==> src/rtl/gslcd_pixel_out.sv <==
// gslcd_pixel_out
// Pixel output stage behind the GSLCD timing generator. A small FIFO buffers
// the upstream {sof, pixel} stream. Pixels are popped on io_active and sent to
// the panel pins alongside the one-cycle-delayed sync strobes. Underflow and
// sof/frame misalignment raise a one-cycle pulse, flush the FIFO and make the
// block wait for the next start-of-frame pixel.
//
// Upstream handshake: a beat transfers on a clock edge where io_in_valid and
// io_in_ready are both high. io_in_ready depends only on registered state
// (FSM state and FIFO fill), never on io_in_valid. A transferred beat may
// still be discarded: non-sof beats while waiting for sof, and any beat in a
// cycle that flushes the FIFO.
module gslcd_pixel_out #(
    parameter int DATA_WIDTH = 24,
    parameter int FIFO_DEPTH = 16
) (
    input  logic                          pclk_clk,
    input  logic                          pclk_reset_n,
    input  logic                          io_enable,
    input  logic                          io_vsync,
    input  logic                          io_hsync,
    input  logic                          io_active,
    input  logic                          io_in_valid,
    output logic                          io_in_ready,
    input  logic [DATA_WIDTH-1:0]         io_in_data,
    input  logic                          io_in_sof,
    output logic                          io_lcd_vsync,
    output logic                          io_lcd_hsync,
    output logic                          io_lcd_de,
    output logic [DATA_WIDTH-1:0]         io_lcd_data,
    output logic                          io_underflow,
    output logic                          io_misalign,
    output logic [$clog2(FIFO_DEPTH):0]   io_level
);

    localparam int              AW        = $clog2(FIFO_DEPTH);
    localparam logic [AW:0]     PTR_ONE   = (AW+1)'(1);
    localparam logic [AW:0]     LVL_DEPTH = (AW+1)'(FIFO_DEPTH);

    typedef enum logic [1:0] {
        S_IDLE       = 2'd0,
        S_WAIT_SOF   = 2'd1,
        S_WAIT_VSYNC = 2'd2,
        S_RUN        = 2'd3
    } state_t;

    state_t                  r_state;
    state_t                  w_next_state;

    logic                    r_vsync_d;
    logic                    r_first_px;
    logic [AW:0]             r_wptr;
    logic [AW:0]             r_rptr;
    logic [DATA_WIDTH:0]     r_mem [FIFO_DEPTH];

    logic [AW:0]             w_level;
    logic                    w_empty;
    logic                    w_full;
    logic [DATA_WIDTH:0]     w_head;
    logic                    w_head_sof;
    logic [DATA_WIDTH-1:0]   w_head_data;
    logic                    w_head_err;
    logic                    w_vsync_rise;
    logic                    w_accept;
    logic                    w_in_ready;
    logic                    w_pop;
    logic                    w_write;
    logic                    w_flush;
    logic                    w_underflow;
    logic                    w_misalign;
    logic [DATA_WIDTH-1:0]   w_px_data;

    // FIFO status and combinational head
    assign w_level      = r_wptr - r_rptr;
    assign w_empty      = (w_level == '0);
    assign w_full       = (w_level == LVL_DEPTH);
    assign w_head       = r_mem[r_rptr[AW-1:0]];
    assign w_head_sof   = w_head[DATA_WIDTH];
    assign w_head_data  = w_head[DATA_WIDTH-1:0];
    // Head sof must agree with "this is the first pixel of the frame"
    assign w_head_err   = r_first_px ^ w_head_sof;
    assign w_vsync_rise = io_vsync & ~r_vsync_d;
    assign w_accept     = io_in_valid & w_in_ready;

    // FSM state register
    always_ff @(posedge pclk_clk) begin
        if (!pclk_reset_n) begin
            r_state <= S_IDLE;
        end else begin
            r_state <= w_next_state;
        end
    end

    // FSM next-state logic; disable wins from every state
    always_comb begin
        w_next_state = r_state;
        if (!io_enable) begin
            w_next_state = S_IDLE;
        end else begin
            case (r_state)
                S_IDLE:       w_next_state = S_WAIT_SOF;
                S_WAIT_SOF:   if (w_accept && io_in_sof) w_next_state = S_WAIT_VSYNC;
                S_WAIT_VSYNC: if (w_vsync_rise) w_next_state = S_RUN;
                S_RUN:        if (io_active && (w_empty || w_head_err)) w_next_state = S_WAIT_SOF;
                default:      w_next_state = S_IDLE;
            endcase
        end
    end

    // FSM outputs: ready, pop/write strobes, error detection and flush
    always_comb begin
        w_in_ready  = 1'b0;
        case (r_state)
            S_IDLE:       w_in_ready = 1'b0;
            S_WAIT_SOF:   w_in_ready = 1'b1;
            S_WAIT_VSYNC: w_in_ready = ~w_full;
            S_RUN:        w_in_ready = ~w_full;
            default:      w_in_ready = 1'b0;
        endcase
        w_underflow = (r_state == S_RUN) && io_enable && io_active && w_empty;
        w_pop       = (r_state == S_RUN) && io_enable && io_active && !w_empty;
        w_misalign  = w_pop && w_head_err;
        // Entering IDLE or (re)entering WAIT_SOF discards everything buffered,
        // including a beat accepted in the same cycle
        w_flush     = (w_next_state == S_IDLE) ||
                      ((w_next_state == S_WAIT_SOF) && (r_state != S_WAIT_SOF));
        w_write     = w_accept && !w_flush &&
                      ((r_state != S_WAIT_SOF) || io_in_sof);
        w_px_data   = w_pop ? w_head_data : '0;
    end

    assign io_in_ready = w_in_ready;
    assign io_level    = w_level;

    // vsync edge detector
    always_ff @(posedge pclk_clk) begin
        if (!pclk_reset_n) begin
            r_vsync_d <= 1'b0;
        end else begin
            r_vsync_d <= io_vsync;
        end
    end

    // First-pixel flag: a new frame starts on vsync rise, the next pop consumes it
    always_ff @(posedge pclk_clk) begin
        if (!pclk_reset_n) begin
            r_first_px <= 1'b0;
        end else if (w_vsync_rise && ((r_state == S_WAIT_VSYNC) || (r_state == S_RUN))) begin
            r_first_px <= 1'b1;
        end else if (w_pop) begin
            r_first_px <= 1'b0;
        end
    end

    // FIFO pointers; a flush empties the FIFO at this edge
    always_ff @(posedge pclk_clk) begin
        if (!pclk_reset_n || w_flush) begin
            r_wptr <= '0;
            r_rptr <= '0;
        end else begin
            if (w_write) r_wptr <= r_wptr + PTR_ONE;
            if (w_pop)   r_rptr <= r_rptr + PTR_ONE;
        end
    end

    // FIFO storage, {sof, pixel}; contents are don't-care while empty
    always_ff @(posedge pclk_clk) begin
        if (w_write) begin
            r_mem[r_wptr[AW-1:0]] <= {io_in_sof, io_in_data};
        end
    end

    // Registered panel pins and error pulses; all zero while idle or disabled
    always_ff @(posedge pclk_clk) begin
        if (!pclk_reset_n || !io_enable || (r_state == S_IDLE)) begin
            io_lcd_vsync <= 1'b0;
            io_lcd_hsync <= 1'b0;
            io_lcd_de    <= 1'b0;
            io_lcd_data  <= '0;
            io_underflow <= 1'b0;
            io_misalign  <= 1'b0;
        end else begin
            io_lcd_vsync <= io_vsync;
            io_lcd_hsync <= io_hsync;
            io_lcd_de    <= io_active;
            io_lcd_data  <= w_px_data;
            io_underflow <= w_underflow;
            io_misalign  <= w_misalign;
        end
    end

endmodule
==> config.mk <==
export PLATFORM = sky130hd
export DESIGN_NAME = gslcd_pixel_out
export DESIGN_NICKNAME = d
export VERILOG_FILES = /design/src/rtl/gslcd_pixel_out.sv
export SDC_FILE = /design/constraint.sdc
export NUM_CORES = 1
export LEC_CHECK = 0
export BUFFER_PORTS_ARGS = -buffer_cell sky130_fd_sc_hd__buf_2
export CAP_MARGIN = 20
export CORE_UTILIZATION = 55
export CTS_BUF_LIST = sky130_fd_sc_hd__clkbuf_2 sky130_fd_sc_hd__clkbuf_4 sky130_fd_sc_hd__clkbuf_8
export DETAILED_ROUTE_END_ITERATION = 16
export MAX_ROUTING_LAYER = met4
export PLACE_DENSITY = 0.72
export SETUP_SLACK_MARGIN = 0.2
export SLEW_MARGIN = 20
export SYNTH_ARGS = -nofsm -noshare
export SYNTH_HDL_FRONTEND = slang
export SYNTH_SLANG_ARGS = --single-unit
==> constraint.sdc <==
create_clock -name pclk_clk -period 5.8 [get_ports pclk_clk]
set_input_delay 0.87 -clock pclk_clk [delete_from_list [all_inputs] [get_ports pclk_clk]]
set_output_delay 0.87 -clock pclk_clk [all_outputs]
set_load 0.01 [all_outputs]
==> Word level (Yosys, flattened, before mapping) <==
Memories as Yosys holds them, arrays and structs flattened. A register that Yosys moved wholly into a read port is not among the register bits.
Cells that the tools add are included.
{ "totals": {"wordCells": 67, "regBits": 43, "input_bits": 32, "mem_bits_rw": 400, "n_memories": 1} }
{ "mem_list": {"columns": ["memory", "words", "width", "rd", "rd_ports_with_merged_regs", "write_ports", "line_no", "text"], "rows": [
  ["r_mem", 16, 25, 1, 1, 1, "54", "logic [DATA_WIDTH:0] r_mem [FIFO_DEPTH];"]
]} }
{ "classes": {"addsub": 3, "n_mux": 12, "bitwise_logic": 6, "n_reduce_logical": 28, "n_eq_ne": 6} }
{ "op_table": {"columns": ["op", "n"], "rows": [
  ["$logic_and 1x1->1", 11],
  ["$add 5x1->5 const B", 2],
  ["$mux 2", 4],
  ["$mux 4", 2],
  ["$pmux 2 s4", 1],
  ["$logic_or 1x1->1", 7],
  ["$eq 5x5->1 const B", 1],
  ["$logic_not 5->1", 1],
  ["$sub 5x5->5", 1],
  ["$eq 2x1->1 const B", 2],
  ["$eq 2x2->1 const B", 2],
  ["$logic_not 1->1", 4],
  ["$logic_not 2->1", 2],
  ["$mux 1", 4],
  ["$reduce_or 2->1", 2],
  ["$not 1->1", 3],
  ["$pmux 1 s3", 1],
  ["$and 1x1->1", 2],
  ["$ne 2x1->1 const B", 1],
  ["$reduce_bool 2->1", 1],
  ["$xor 1x1->1", 1]
]} }

==> Depth between registers and ports, before layout <==
{ "logic_depth": {"ltp_word": 17, "ltp_mapped": 11} }

==> Worst setup path after synthesis <==
No wires, ideal clock.
{ "synth_timing": {"path_kind": "reg2reg", "from": "register r_wptr[0]", "to": "memory r_mem[12][0] in the netlist's numbering, enable pin", "synth_period_minus_slack_ns": 5.400, "setup_time_ns": 0.479, "required_ns": 5.321, "t_arrival_ns": 4.921, "path_stages_with_launch": 11, "path_slack_ns": 0.400, "path_buffers": 0, "path_cell_list": "dfxtp_1 -> inv_1 -> ha_1 -> inv_1 -> fa_1 -> xor2_1 -> nor3_1 -> nor4b_2 -> o211ai_1 -> nand2_1 -> nor4b_1"} }
{ "synth_via": {"elab_chain_len": 17} }
{ "synth_lines": {"columns": ["item", "line_no", "text"], "rows": [
  ["from (decl)", "52", "logic [AW:0] r_wptr;"],
  ["from (signal assigned)", "161", "if (w_write) r_wptr <= r_wptr + PTR_ONE;"],
  ["$sub 5x5->5 *", "74", "assign w_level = r_wptr - r_rptr;"],
  ["named net io_level[2]", "33", "output logic [$clog2(FIFO_DEPTH):0] io_level"],
  ["$eq 5x5->1", "76", "assign w_full = (w_level == LVL_DEPTH);"],
  ["$not 1->1", "116, 117", null],
  ["$pmux 1 s3", "113", "case (r_state)"],
  ["$and 1x1->1", "83", "assign w_accept = io_in_valid & w_in_ready;"],
  ["$logic_and 1x1->1", "102", "S_WAIT_SOF: if (w_accept && io_in_sof) w_next_state = S_WAIT_VSYNC;"],
  ["$mux 2", "102", null],
  ["$pmux 2 s4", "100", "case (r_state)"],
  ["$mux 2", "97", "if (!io_enable) begin"],
  ["$eq 2x1->1", "126", "((w_next_state == S_WAIT_SOF) && (r_state != S_WAIT_SOF));"],
  ["$logic_and 1x1->1", "126", null],
  ["$logic_or 1x1->1", "125", "w_flush = (w_next_state == S_IDLE) ||"],
  ["$logic_not 1->1", "127", "w_write = w_accept && !w_flush &&"],
  ["$logic_and 1x1->1 * (2 in a row)", "127", null],
  ["$mux 1 *", "168", "if (w_write) begin"],
  ["$mux 1 (not written as such) *", "169", "r_mem[r_wptr[AW-1:0]] <= {io_in_sof, io_in_data};"],
  ["to (decl)", "54", null]
]} }
Mark *: on every way through the listed nets, which the timed path passes. The rest lies on a longest branch.

==> Final worst setup path <==
{ "layout_timing": {"from": "register r_wptr[0]", "to": "memory r_mem[14][6] in the netlist's numbering, enable pin"} }
{ "layout_via": {"elab_chain_len": 17} }
{ "layout_lines": {"columns": ["item", "line_no"], "rows": [
  ["$sub 5x5->5", "74"],
  ["$eq 5x5->1", "76"],
  ["$not 1->1", "116, 117"],
  ["$pmux 1 s3", "113"],
  ["$and 1x1->1", "83"],
  ["$logic_and 1x1->1", "102"],
  ["$mux 2", "102"],
  ["$pmux 2 s4", "100"],
  ["$mux 2", "97"],
  ["$eq 2x1->1", "126"],
  ["$logic_and 1x1->1", "126"],
  ["$logic_or 1x1->1", "125"],
  ["$logic_not 1->1", "127"],
  ["$logic_and 1x1->1 (2 in a row)", "127"],
  ["$mux 1", "168"],
  ["$mux 1 (not written as such)", "169"]
]} }
Parallel ways exist; a longest one is shown, timed or not.

==> flow_summary.json <==
{
  "synthTopCellsByArea": "edfxtp_1, mux4_2, dfxtp_1",
  "yosysWarnings": 0,
  "arrival_ns": 4.78,
  "ys_types": 46,
  "cp_max_fo": 19,
  "worstPathCellList": "inv_1, ha_1, inv_1, fa_1, xor2_1, nor3_1, o211a_1, o211ai_1, nand2_1, nor4b_2, buf_4",
  "pwr-share-seq_pct": 56.5,
  "numCtsBuffers": 70,
  "crit_family": "simple AND/OR/NAND/NOR gates",
  "crit_cells": 11,
  "wl_per_cell_um": 25.5,
  "p_sw_share_pct": 19.7,
  "drcViolationCount": 0,
  "clockPowerShare_pct": 42.4,
  "initial_utilization_pct": 55.7,
  "grt.overflow.total": 0,
  "port_buffers": 66,
  "routed_via_density": 6.14,
  "ant_nets": 0,
  "cts_tree": "done",
  "cap_violations": 0,
  "first_pass_iters": 5,
  "power_switching_mw": 1.22,
  "top_level_ports": 67,
  "synthCells": 778,
  "rows": 64,
  "die_y_um": 178,
  "holdCritPathClass": "reg2reg",
  "seq_area_frac_synth_pct": 76.2,
  "synth-main-ff-cell": "edfxtp_1",
  "rsz0062_at_grt": "no",
  "reg2regPathDepth": 11,
  "synth.avg_cell_area_um2": 21.9,
  "clock_latency_ns": 0.57,
  "fin_setup_tns_ns": 0,
  "r2r_start": "r_wptr[0]$_SDFFE_PP0P_",
  "p_leak_nw": 6.10,
  "antenna_found_initial": 1,
  "totalWireLength_um": 34600,
  "r2r_end": "r_mem[14][6]$_DFFE_PP_",
  "critPathMostFrequentCell": "inv_1",
  "hold_path_depth": 2,
  "clk_pin_slew_ns": 0.06,
  "drtIter0Drc": 852,
  "hpwl_um": 20900,
  "final_cell_mix": "edfxtp_1, mux4_2, clkbuf_8, buf_2, dfxtp_1",
  "fmax_ghz": 0.220,
  "yosysTopAreaCellShare_pct": 70.6,
  "power_density_nw_per_um2": 321,
  "end_kind": "register",
  "hold_start": "r_rptr[4]$_SDFFE_PP0P_",
  "grt_pass1_vias": 8362,
  "p_int_mw": 4.99,
  "path_buf_inv": 3,
  "rrSetupSlack_ns": 1.25,
  "track_usage_pct": 23.4,
  "cts_root_buffer": "clkbuf_8",
  "maxSlewViolCount": 0,
  "syn_to_final_growth_pct": 13.7,
  "min_to": "r_rptr[4]$_SDFFE_PP0P_",
  "period_share_pct": 78.5,
  "combinationalPowerShare_pct": 1.2,
  "ys_ff_latch": 447,
  "antenna_cells": 0,
  "grt_max_degree": 67,
  "cts_resized": 0,
  "h-tree-depth": 3,
  "tightest_slew_ns": 0.985,
  "post_cts_buffers": 0,
  "final_net_count": 946,
  "gp_congestion": 0.907,
  "netlist_area_um2": 17000,
  "dr_total_vias": 8309,
  "yosysTopAreaCell": "edfxtp_1",
  "cts_hold_buf": 0,
  "path_class": "reg2reg",
  "relSlewSlack_pct": 34.0,
  "hold_viol": 0,
  "die_area_um2": 31600,
  "drive_gt1_share_pct": 37.2,
  "final_common_cell": "edfxtp_1",
  "finClkSkew_ns": 0.0226,
  "status": "complete, no violations",
  "critical_path_required_ns": 6.03,
  "ys_async_sr_fraction_pct": 0,
  "grt_first_pass_wirelength_um": 51300,
  "syn-num-nets": 820,
  "core_area_um2": 30500,
  "synth_edf_count": 400,
  "finish.utilization_pct": 63.4,
  "start_kind": "register",
  "cts_max_path_buffers": 3,
  "final-setup-viol-count": 0,
  "worst_path_max_delay_cell": "nor4b_2",
  "die_w_um": 178,
  "slowest_delay_ns": 0.93,
  "min_period_ns": 4.55,
  "ir_worst_vdd_v": 0.000172,
  "cts_sinks": 447
}
## layout make-up
cell class              instances  area (µm²)
multi-input cells             284        3910
clock inverters                24         175
clock buffers                 101        1240
repair buffers                 90         514
fillers                      1988       11200
inverters                      11        41.3
well taps                     396         495
flip-flops and latches        447       13000
## metal layers
metal | global-route usage, % | vias to the layer above | wire, µm
li1 | - | 3480 | -
met1 | 35.0 | 4343 | 14800
met2 | 32.7 | 438 | 15800
met3 | 5.10 | 48 | 3370
met4 | 6.62 | 0 | 548
met5 | - | - | 0
## worst max-delay path by stage
stage	startpoint	to	slack (ns)
detailed placement	r_wptr[0]$_SDFFE_PP0P_	r_mem[14][5]$_DFFE_PP_	1.34
floorplan	r_wptr[0]$_SDFFE_PP0P_	r_mem[12][0]$_DFFE_PP_	0.40
CTS	r_wptr[0]$_SDFFE_PP0P_	r_mem[14][6]$_DFFE_PP_	1.25
finish	r_wptr[0]$_SDFFE_PP0P_	r_mem[14][6]$_DFFE_PP_	1.25
global placement	r_wptr[0]$_SDFFE_PP0P_	r_mem[14][7]$_DFFE_PP_	1.64
global route	r_wptr[0]$_SDFFE_PP0P_	r_mem[14][23]$_DFFE_PP_	0.95
## cell families after synthesis
family / after synthesis / synth area share [%]
and+or+nand+nor: 102 / 3.25
DFF: 447 / 76.2
AOI/OAI and AO/OA: 36 / 1.40
buffers and inverters: 47 / 1.34
xor gates and xnor gates: 5 / 0.302
muxes: 131 / 16.8
adders and majority gates: 10 / 0.780
## Yosys cell counts, types with 7 or more instances
| master | count |
|---|---|
| nor2b_1 | 26 |
| dfxtp_1 | 47 |
| nand2_1 | 21 |
| nor3_1 | 18 |
| o21ai_0 | 8 |
| buf_2 | 7 |
| mux4_2 | 122 |
| inv_1 | 11 |
| ha_1 | 9 |
| edfxtp_1 | 400 |
| a21oi_1 | 13 |
| clkbuf_1 | 17 |
| nor2_1 | 11 |
| mux2i_1 | 8 |
## worst min-delay path, delay by kind of cell, from the launching register on
family | cells | cell delay, ns
flops | 1 | 0.32
compound gates | 2 | 0.13
## state kept, by name, summed over array words and instances (netlist names), named ones only
register and cells:
r_mem 400, io_lcd_data 24, r_rptr 5, r_wptr 5, r_state 2, io_lcd_de 1
io_lcd_hsync 1, io_lcd_vsync 1, io_misalign 1, io_underflow 1, r_first_px 1, r_vsync_d 1
## through the flow
step / power [mW] / cells / setup WS (ns) / hold WS, ns / area, µm²
2_1_floorplan: 3.59 / 778 / 0.400 / 0.470 / 17000
3_3_place_gp: 3.64 / 1228 / 1.64 / 0.486 / 17900
3_5_place_dp: 3.65 / 1228 / 1.34 / 0.496 / 17900
4_1_cts: 6.26 / 1353 / 1.25 / 0.471 / 19300
5_1_grt: 6.41 / 1353 / 0.948 / 0.468 / 19300
6_report: 6.21 / 1353 / 1.25 / 0.501 / 19300
## power by group through the flow
stage | registers, mW | logic, mW | clock network (mW)
after detailed placement | 3.57 | 0.0716 | 0
after floorplan | 3.58 | 0.0122 | 0
after global routing | 3.51 | 0.0776 | 2.82
final | 3.51 | 0.0718 | 2.63
after CTS | 3.51 | 0.0717 | 2.68
after global placement | 3.57 | 0.0643 | 0
(Power assumes the default switching activity.)
